==> config.mk <==
export PLATFORM = sky130hd
export DESIGN_NAME = vga_scanout_pipe
export DESIGN_NICKNAME = d
export VERILOG_FILES = /design/src/rtl/vga_pkg.sv /design/src/rtl/vga_delay_line.sv /design/src/rtl/vga_scanout_pipe.sv
export SDC_FILE = /design/constraint.sdc
export NUM_CORES = 1
export LEC_CHECK = 0
export BUFFER_PORTS_ARGS = -buffer_cell sky130_fd_sc_hd__buf_2
export CORE_ASPECT_RATIO = 1.25
export CORE_MARGIN = 2
export CORE_UTILIZATION = 57
export CTS_CLUSTER_DIAMETER = 120
export DETAILED_ROUTE_END_ITERATION = 10
export GPL_TIMING_DRIVEN = 0
export PLACE_DENSITY = 0.79
export SETUP_SLACK_MARGIN = 0.3
export SLEW_MARGIN = 15
export SYNTH_ARGS = -nofsm -noshare
export SYNTH_HDL_FRONTEND = slang
export SYNTH_SLANG_ARGS = --single-unit
export TNS_END_PERCENT = 1
==> constraint.sdc <==
create_clock -name dclk -period 3.3 [get_ports dclk]
set_input_delay 0.66 -clock dclk [delete_from_list [all_inputs] [get_ports dclk]]
set_output_delay 0.66 -clock dclk [all_outputs]
set_load 0.02 [all_outputs]
==> src/rtl/vga_pkg.sv <==
`default_nettype none
// ============================================================================
// Module   : vga_pkg
// Purpose  : Shared constants and helpers for the VGA scan-out pipeline:
//            640x480@60 reference timing, colour-bar table, and the
//            window/sync decode helpers used at counter time.
// Ports    : none (package)
// Revision : 1.0 - initial release
// ============================================================================
package vga_pkg;

   // 640x480@60 reference timing (pixels / lines)
   localparam int c_h_active_640 = 640;
   localparam int c_h_fp_640     = 16;
   localparam int c_h_sync_640   = 96;
   localparam int c_h_bp_640     = 48;
   localparam int c_v_active_480 = 480;
   localparam int c_v_fp_480     = 10;
   localparam int c_v_sync_480   = 2;
   localparam int c_v_bp_480     = 29;

   // Colour-bar table, {r,g,b} on/off flags, bar 0 is leftmost:
   // white, yellow, cyan, green, magenta, red, blue, black.
   function automatic logic [2:0] bar_rgb(input logic [2:0] idx);
      case (idx)
         3'd0:    return 3'b111;
         3'd1:    return 3'b110;
         3'd2:    return 3'b011;
         3'd3:    return 3'b010;
         3'd4:    return 3'b101;
         3'd5:    return 3'b100;
         3'd6:    return 3'b001;
         default: return 3'b000;
      endcase
   endfunction

   // True when pos lies inside [start, start+len)
   function automatic logic active(input int pos, input int start, input int len);
      return (pos >= start) && (pos < start + len);
   endfunction

   // Sync occupies the first len positions of the line/frame
   function automatic logic sync(input int pos, input int len);
      return pos < len;
   endfunction

endpackage
`default_nettype wire

==> src/rtl/vga_delay_line.sv <==
`default_nettype none
// ============================================================================
// Module   : vga_delay_line
// Purpose  : Fixed-depth shift register used to carry sync/de/frame_start
//            sideband alongside the framebuffer read latency. Asynchronous
//            clear loads every stage with RST_VAL so a reset flushes all
//            in-flight state to inactive.
// Ports    : dclk   - clock
//            clr    - asynchronous clear, active-high
//            i_data - WIDTH-bit input
//            o_data - i_data delayed by DEPTH cycles
// Revision : 1.0 - initial release
// ============================================================================
module vga_delay_line #(
   parameter int               WIDTH   = 1,
   parameter int               DEPTH   = 1,
   parameter logic [WIDTH-1:0] RST_VAL = '0
)(
   input  logic             dclk,
   input  logic             clr,
   input  logic [WIDTH-1:0] i_data,
   output logic [WIDTH-1:0] o_data
);

   generate
      if (DEPTH < 1) begin : g_bad_depth
         $error("vga_delay_line: DEPTH must be >= 1");
      end
   endgenerate

   logic [WIDTH-1:0] r_pipe [DEPTH];

   always_ff @(posedge dclk or posedge clr) begin
      if (clr) begin
         for (int i = 0; i < DEPTH; i++) r_pipe[i] <= RST_VAL;
      end else begin
         r_pipe[0] <= i_data;
         for (int i = 1; i < DEPTH; i++) r_pipe[i] <= r_pipe[i-1];
      end
   end

   assign o_data = r_pipe[DEPTH-1];

endmodule
`default_nettype wire

==> src/rtl/vga_scanout_pipe.sv <==
`default_nettype none
// ============================================================================
// Module   : vga_scanout_pipe
// Purpose  : Programmable VGA timing generator with framebuffer scan-out.
//            Counter-time (stage 0) logic issues reads to an external
//            synchronous RAM; sync/de/frame_start are delayed to meet the
//            returned pixel, so every pin changes RD_LAT+1 cycles after the
//            counter state that produced it.
//            Optional build macro VGA_TESTPAT_EN adds input pat_sel which
//            replaces framebuffer data with 8 colour bars.
// Ports    : dclk, clr        - pixel clock, async active-high reset
//            fb_rd, fb_addr   - framebuffer read strobe / word address
//            fb_data          - {r,g,b} returned RD_LAT cycles after fb_rd
//            hsync, vsync, de - timing outputs (sync level SYNC_POL)
//            red/green/blue   - colour, forced 0 outside active video
//            frame_start      - pulse on first active pixel of a frame
//            pat_sel          - (VGA_TESTPAT_EN only) colour-bar select
// Revision : 1.0 - initial release
// ============================================================================
module vga_scanout_pipe
   import vga_pkg::*;
#(
   parameter int H_ACTIVE   = c_h_active_640,
   parameter int H_FP       = c_h_fp_640,
   parameter int H_SYNC     = c_h_sync_640,
   parameter int H_BP       = c_h_bp_640,
   parameter int V_ACTIVE   = c_v_active_480,
   parameter int V_FP       = c_v_fp_480,
   parameter int V_SYNC     = c_v_sync_480,
   parameter int V_BP       = c_v_bp_480,
   parameter bit SYNC_POL   = 1'b0,
   parameter int CW         = 4,
   parameter int SCALE_LOG2 = 0,
   parameter int RD_LAT     = 2,
   parameter int ADDR_W     = 19
)(
   input  logic              dclk,
   input  logic              clr,
`ifdef VGA_TESTPAT_EN
   input  logic              pat_sel,
`endif
   output logic              fb_rd,
   output logic [ADDR_W-1:0] fb_addr,
   input  logic [3*CW-1:0]   fb_data,
   output logic              hsync,
   output logic              vsync,
   output logic              de,
   output logic [CW-1:0]     red,
   output logic [CW-1:0]     green,
   output logic [CW-1:0]     blue,
   output logic              frame_start
);

   localparam int c_htot    = H_SYNC + H_BP + H_ACTIVE + H_FP;
   localparam int c_vtot    = V_SYNC + V_BP + V_ACTIVE + V_FP;
   localparam int c_hw      = $clog2(c_htot);
   localparam int c_vw      = $clog2(c_vtot);
   localparam int c_hstart  = H_SYNC + H_BP;
   localparam int c_vstart  = V_SYNC + V_BP;
   localparam int c_src_w   = H_ACTIVE >> SCALE_LOG2;
   localparam longint c_src_pix = longint'(H_ACTIVE * V_ACTIVE) >> (2 * SCALE_LOG2);

   localparam logic [c_hw-1:0]   c_hlast    = c_hw'(c_htot - 1);
   localparam logic [c_vw-1:0]   c_vlast    = c_vw'(c_vtot - 1);
   localparam logic [c_hw-1:0]   c_hstart_t = c_hw'(c_hstart);
   localparam logic [c_vw-1:0]   c_vstart_t = c_vw'(c_vstart);
   localparam logic [c_hw-1:0]   c_hend_t   = c_hw'(c_hstart + H_ACTIVE - 1);
   localparam logic [c_vw-1:0]   c_ymask    = c_vw'((1 << SCALE_LOG2) - 1);
   localparam logic [ADDR_W-1:0] c_src_w_t  = ADDR_W'(c_src_w);

`ifdef VGA_TESTPAT_EN
   localparam int c_bar_w  = (H_ACTIVE / 8 > 0) ? H_ACTIVE / 8 : 1;
   localparam int c_side_w = 8;
`else
   localparam int c_side_w = 4;
`endif

   generate
      if (c_src_pix > (longint'(1) << ADDR_W)) begin : g_bad_addr_w
         $error("vga_scanout_pipe: source pixel count exceeds 2^ADDR_W");
      end
      if (RD_LAT < 1) begin : g_bad_rd_lat
         $error("vga_scanout_pipe: RD_LAT must be >= 1");
      end
   endgenerate

   // ---------------------------------------------------------------- counters
   logic [c_hw-1:0]   r_hc;
   logic [c_vw-1:0]   r_vc;
   logic [ADDR_W-1:0] r_line_base;
   logic [ADDR_W-1:0] r_addr_hold;

   always_ff @(posedge dclk or posedge clr) begin
      if (clr) begin
         r_hc <= '0;
         r_vc <= '0;
      end else if (r_hc == c_hlast) begin
         r_hc <= '0;
         r_vc <= (r_vc == c_vlast) ? '0 : r_vc + c_vw'(1);
      end else begin
         r_hc <= r_hc + c_hw'(1);
      end
   end

   // ------------------------------------------------------- stage-0 decode
   logic              w_act, w_hs_on, w_vs_on, w_fs, w_pat, w_adv;
   logic [c_hw-1:0]   w_x;
   logic [c_vw-1:0]   w_y;
   logic [ADDR_W-1:0] w_addr;

   always_comb begin
      w_act   = active(int'(r_hc), c_hstart, H_ACTIVE) &&
                active(int'(r_vc), c_vstart, V_ACTIVE);
      w_hs_on = sync(int'(r_hc), H_SYNC);
      w_vs_on = sync(int'(r_vc), V_SYNC);
      w_fs    = (r_hc == c_hstart_t) && (r_vc == c_vstart_t);
      w_x     = r_hc - c_hstart_t;
      w_y     = r_vc - c_vstart_t;
      w_addr  = r_line_base + ADDR_W'(w_x >> SCALE_LOG2);
      // Last pixel of the final replicated copy of a source line
      w_adv   = w_act && (r_hc == c_hend_t) && (((w_y + c_vw'(1)) & c_ymask) == '0);
   end

`ifdef VGA_TESTPAT_EN
   logic [2:0] w_bar;
   assign w_pat = pat_sel;
   assign w_bar = 3'(int'(w_x) / c_bar_w);
`else
   assign w_pat = 1'b0;
`endif

   assign fb_rd   = w_act && !w_pat;
   assign fb_addr = fb_rd ? w_addr : r_addr_hold;

   // Running row base replaces a y*width multiply
   always_ff @(posedge dclk or posedge clr) begin
      if (clr) begin
         r_line_base <= '0;
         r_addr_hold <= '0;
      end else begin
         if (r_vc == '0)
            r_line_base <= '0;
         else if (w_adv)
            r_line_base <= r_line_base + c_src_w_t;
         if (fb_rd)
            r_addr_hold <= w_addr;
      end
   end

   // -------------------------------------------------- sideband alignment
   // Sideband is carried as active-high "on" flags so a flush reads as
   // blanking; polarity is applied at the pin register.
   logic [c_side_w-1:0] w_side, w_side_d;
   logic                w_d_hs, w_d_vs, w_d_de, w_d_fs;

`ifdef VGA_TESTPAT_EN
   logic       w_d_pat;
   logic [2:0] w_d_bar;
   logic [2:0] w_bar_f;
   assign w_side = {w_bar, w_pat, w_fs, w_act, w_vs_on, w_hs_on};
   assign {w_d_bar, w_d_pat, w_d_fs, w_d_de, w_d_vs, w_d_hs} = w_side_d;
   assign w_bar_f = bar_rgb(w_d_bar);
`else
   assign w_side = {w_fs, w_act, w_vs_on, w_hs_on};
   assign {w_d_fs, w_d_de, w_d_vs, w_d_hs} = w_side_d;
`endif

   // RD_LAT stages line the sideband up with fb_data; the pin register
   // below adds the final stage shared with the colour path.
   vga_delay_line #(
      .WIDTH   (c_side_w),
      .DEPTH   (RD_LAT),
      .RST_VAL ('0)
   ) u_side_dly (
      .dclk   (dclk),
      .clr    (clr),
      .i_data (w_side),
      .o_data (w_side_d)
   );

   // ---------------------------------------------------------- pin register
   logic          r_hsync, r_vsync, r_de, r_fs;
   logic [CW-1:0] r_red, r_green, r_blue;

   always_ff @(posedge dclk or posedge clr) begin
      if (clr) begin
         r_hsync <= ~SYNC_POL;
         r_vsync <= ~SYNC_POL;
         r_de    <= 1'b0;
         r_fs    <= 1'b0;
         r_red   <= '0;
         r_green <= '0;
         r_blue  <= '0;
      end else begin
         r_hsync <= w_d_hs ? SYNC_POL : ~SYNC_POL;
         r_vsync <= w_d_vs ? SYNC_POL : ~SYNC_POL;
         r_de    <= w_d_de;
         r_fs    <= w_d_fs;
         if (!w_d_de) begin
            r_red   <= '0;
            r_green <= '0;
            r_blue  <= '0;
`ifdef VGA_TESTPAT_EN
         end else if (w_d_pat) begin
            r_red   <= {CW{w_bar_f[2]}};
            r_green <= {CW{w_bar_f[1]}};
            r_blue  <= {CW{w_bar_f[0]}};
`endif
         end else begin
            r_red   <= fb_data[3*CW-1:2*CW];
            r_green <= fb_data[2*CW-1:CW];
            r_blue  <= fb_data[CW-1:0];
         end
      end
   end

   assign hsync       = r_hsync;
   assign vsync       = r_vsync;
   assign de          = r_de;
   assign frame_start = r_fs;
   assign red         = r_red;
   assign green       = r_green;
   assign blue        = r_blue;

endmodule
`default_nettype wire
==> metrics.txt <==
outcome=finished, violations left; failing checks=setup timing; NumNets Final=467; Final Hold Violating Endpoints=0; Leak Pwr=2.08 nW; CP Data Required Time=2.64 ns; WP data arrival=2.88 ns; asr flop ratio synth=1.00; CP max FO=4; DRC viols=0; All-Layer GR Usage=0.253; flop2flop setup slack=0.66 ns; layout cell share with drive strength beyond 1=0.268; Worst-path clk slew=0.08 ns; CTS Buf Count=9; combinational group share of total power=0.016; maxcap violations=0; Mean Syn Cell Area=9.84 µm²; via/cell ratio=5.58; TritonCTS clock tree=built; post-route setup TNS=-1.19 ns; IO buf count=49; first-pass GRT wire length=13400 µm; PnR Total Power=1.74 mW; Ys Warns=0; Die Y=93.2 µm; Max-slew headroom=0.540; DR iter-0 viols=223; FF-to-FF End=r_line_base[15]$_DFFE_PP0P_; CP cell instances=clkbuf_8 > or3_4 > a21oi_2 > xor2_1 > ha_2 > nor2_2 > nor2_4 > nand2_2 > or3_4 > a31oi_4 > buf_6; hold slack=0.284 ns; Core Util, Final=0.737; Seq pwr share=0.528; fin crit period=3.54 ns; Final Cycle Share=1.07; slowest CP cell=or3_4; area post-placement=4040 µm²; worst min path class=input pin to asynchronous set/reset pin; clk buf depth=2; post-synthesis sequential area ratio=0.518; Worst-Margin Slew=0.684 ns; row cnt=32; Syn Nets=397; max-slew violations=0; maximum VDD drop=0.316 mV; Clk pwr share=0.456; Setup WS post-layout=-0.237 ns; layout overhead on the synthesized area=25.2%; Power Density=383 nW/µm²; Layout Skew=0.00556 ns; Die Area=7030 µm²; synthesized area=3630 µm²; Synth Instances=369; CP Capture Type=primary output; Crit Path Category=flip-flop to primary output; Crit path max-delay family=simple AND/OR/NAND/NOR gates; Seq cells post-synth=75; initial antenna violation count=0; crit path launch type=flip-flop; cell area after layout=4550 µm²; H-tree depth=3; top_reg_cell synth=dfrtp_1; CTS root buffer=clkbuf_8; Wirelength per Cell=15.7 µm; Initial Util=0.589; ANT cells=0; reg2reg path depth=7; sw frac=0.219; RR Startpoint=r_hc[4]$_DFF_PP0_; core area=6170 µm²; f_max=283 MHz; Buf+Inv Stages, Crit Path=2; clock sink count=75; Post-synth EDFFs=0; Worst-Skew Late Latency=0.36 ns; vias in the first global route=2852; Vias=2950; die width=75.4 µm; # hold bufs at CTS=0; Net Sw Power=0.382 mW; RSZ-0062 raised after global routing=true; drt pass-1 iters=4; num ports=50; Final Setup Violations=9; grt total ovfl=0; Crit path top cell by count=or3_4; total wire length=8310 µm; largest net degree at the start of global routing=47; Pint=1.36 mW; GPL Wtd Cong=0.860; antenna viol nets, final=0; CP peak stage delay=0.41 ns; DPL Wire Length=5550 µm; Yosys cell types=43
[worst max path at each step]
stage	cells after the start	start	end
finish	11	r_hc[6]$_DFF_PP0_	fb_addr[18]
global route	11	r_hc[6]$_DFF_PP0_	fb_addr[18]
CTS	11	r_hc[6]$_DFF_PP0_	fb_addr[18]
detailed placement	9	r_hc[4]$_DFF_PP0_	fb_addr[5]
global placement	9	r_hc[4]$_DFF_PP0_	fb_addr[5]
floorplan	8	r_hc[4]$_DFF_PP0_	fb_addr[0]
[area by class of cell]
| type | count | area [µm²] |
|---|---|---|
| clock buffers | 9 | 124 |
| flip-flops and latches | 75 | 1880 |
| clock inverters | 7 | 100 |
| repair buffers | 59 | 384 |
| multi-input cells | 261 | 1780 |
| fillers | 453 | 1620 |
| inverters | 14 | 60.1 |
| well taps | 85 | 106 |
| plain buffers | 19 | 111 |
[cells by family after synthesis]
kind of cell	count (synthesis)	synth area share
simple gates	153	0.224
other cells	1	0.00103
xor+xnor	27	0.0651
flops	75	0.518
compound gates	65	0.105
fa+ha+maj	14	0.0482
buf+inv	33	0.0362
mux	1	0.00276
[Yosys cell counts (all sizes together) (9+ instances only)]
cell,n,area share
a21oi,9,0.012
and2,16,0.028
clkbuf,13,0.013
dfrtp,73,0.50
ha,14,0.048
inv,14,0.014
nand2,45,0.047
nand3,17,0.023
nand4,9,0.016
nor2,21,0.022
o21ai,35,0.048
xnor2,13,0.031
xor2,14,0.034
[power groups by stage]
stage          logic, mW  registers [mW]  clock network, mW
3_3_place_gp      0.0251           0.937                  0
2_1_floorplan     0.0138           0.937                  0
6_report          0.0280           0.918              0.794
3_5_place_dp      0.0292           0.936                  0
5_1_grt           0.0333           0.918              0.853
4_1_cts           0.0294           0.918              0.806
[through the flow]
stage	setup slack, ns	std cells
floorplan	0.251	369
global placement	-0.133	503
detailed placement	-0.229	504
CTS	-0.265	529
global route	-0.395	529
finish	-0.237	529
[sequential cells by signal, indices dropped and copies added (netlist names), 4 cells and up]
signal / cells
r_addr_hold: 19
r_line_base: 12
r_hc: 10
r_vc: 10
blue: 4
green: 4
red: 4
u_side_dly.o_data: 4
u_side_dly.r_pipe: 4
[repair_timing]
action / CTS / global route
setup buffers: 9 / 0
cloned: 0 / 0
resized for setup: 36 / 25
pin swaps: 11 / 10
endpoints found under the setup margin: 20 / 20
[layout by cell type, fill, tap and decap left out, types with 11 or more instances in the layout]
cell type and n:
o21ai_1 23, clkbuf_1 11, dfrtp_1 71, ha_1 11, nand3_1 16, buf_4 23, nor2_1 19, xor2_1 13
xnor2_1 13, buf_2 35, nand2_1 42, and2_1 16
[metal layers]
| metal | vias to the layer above | wire length (µm) | GRT usage |
|---|---|---|---|
| met1 | 1430 | 3370 | 0.313 |
| met5 | - | 0 | 0 |
| met3 | 11 | 368 | 0.0593 |
| met4 | 0 | 144 | 0.0848 |
| met2 | 82 | 4430 | 0.428 |
| li1 | 1427 | - | - |
Power figures use the tool's default switching activity.
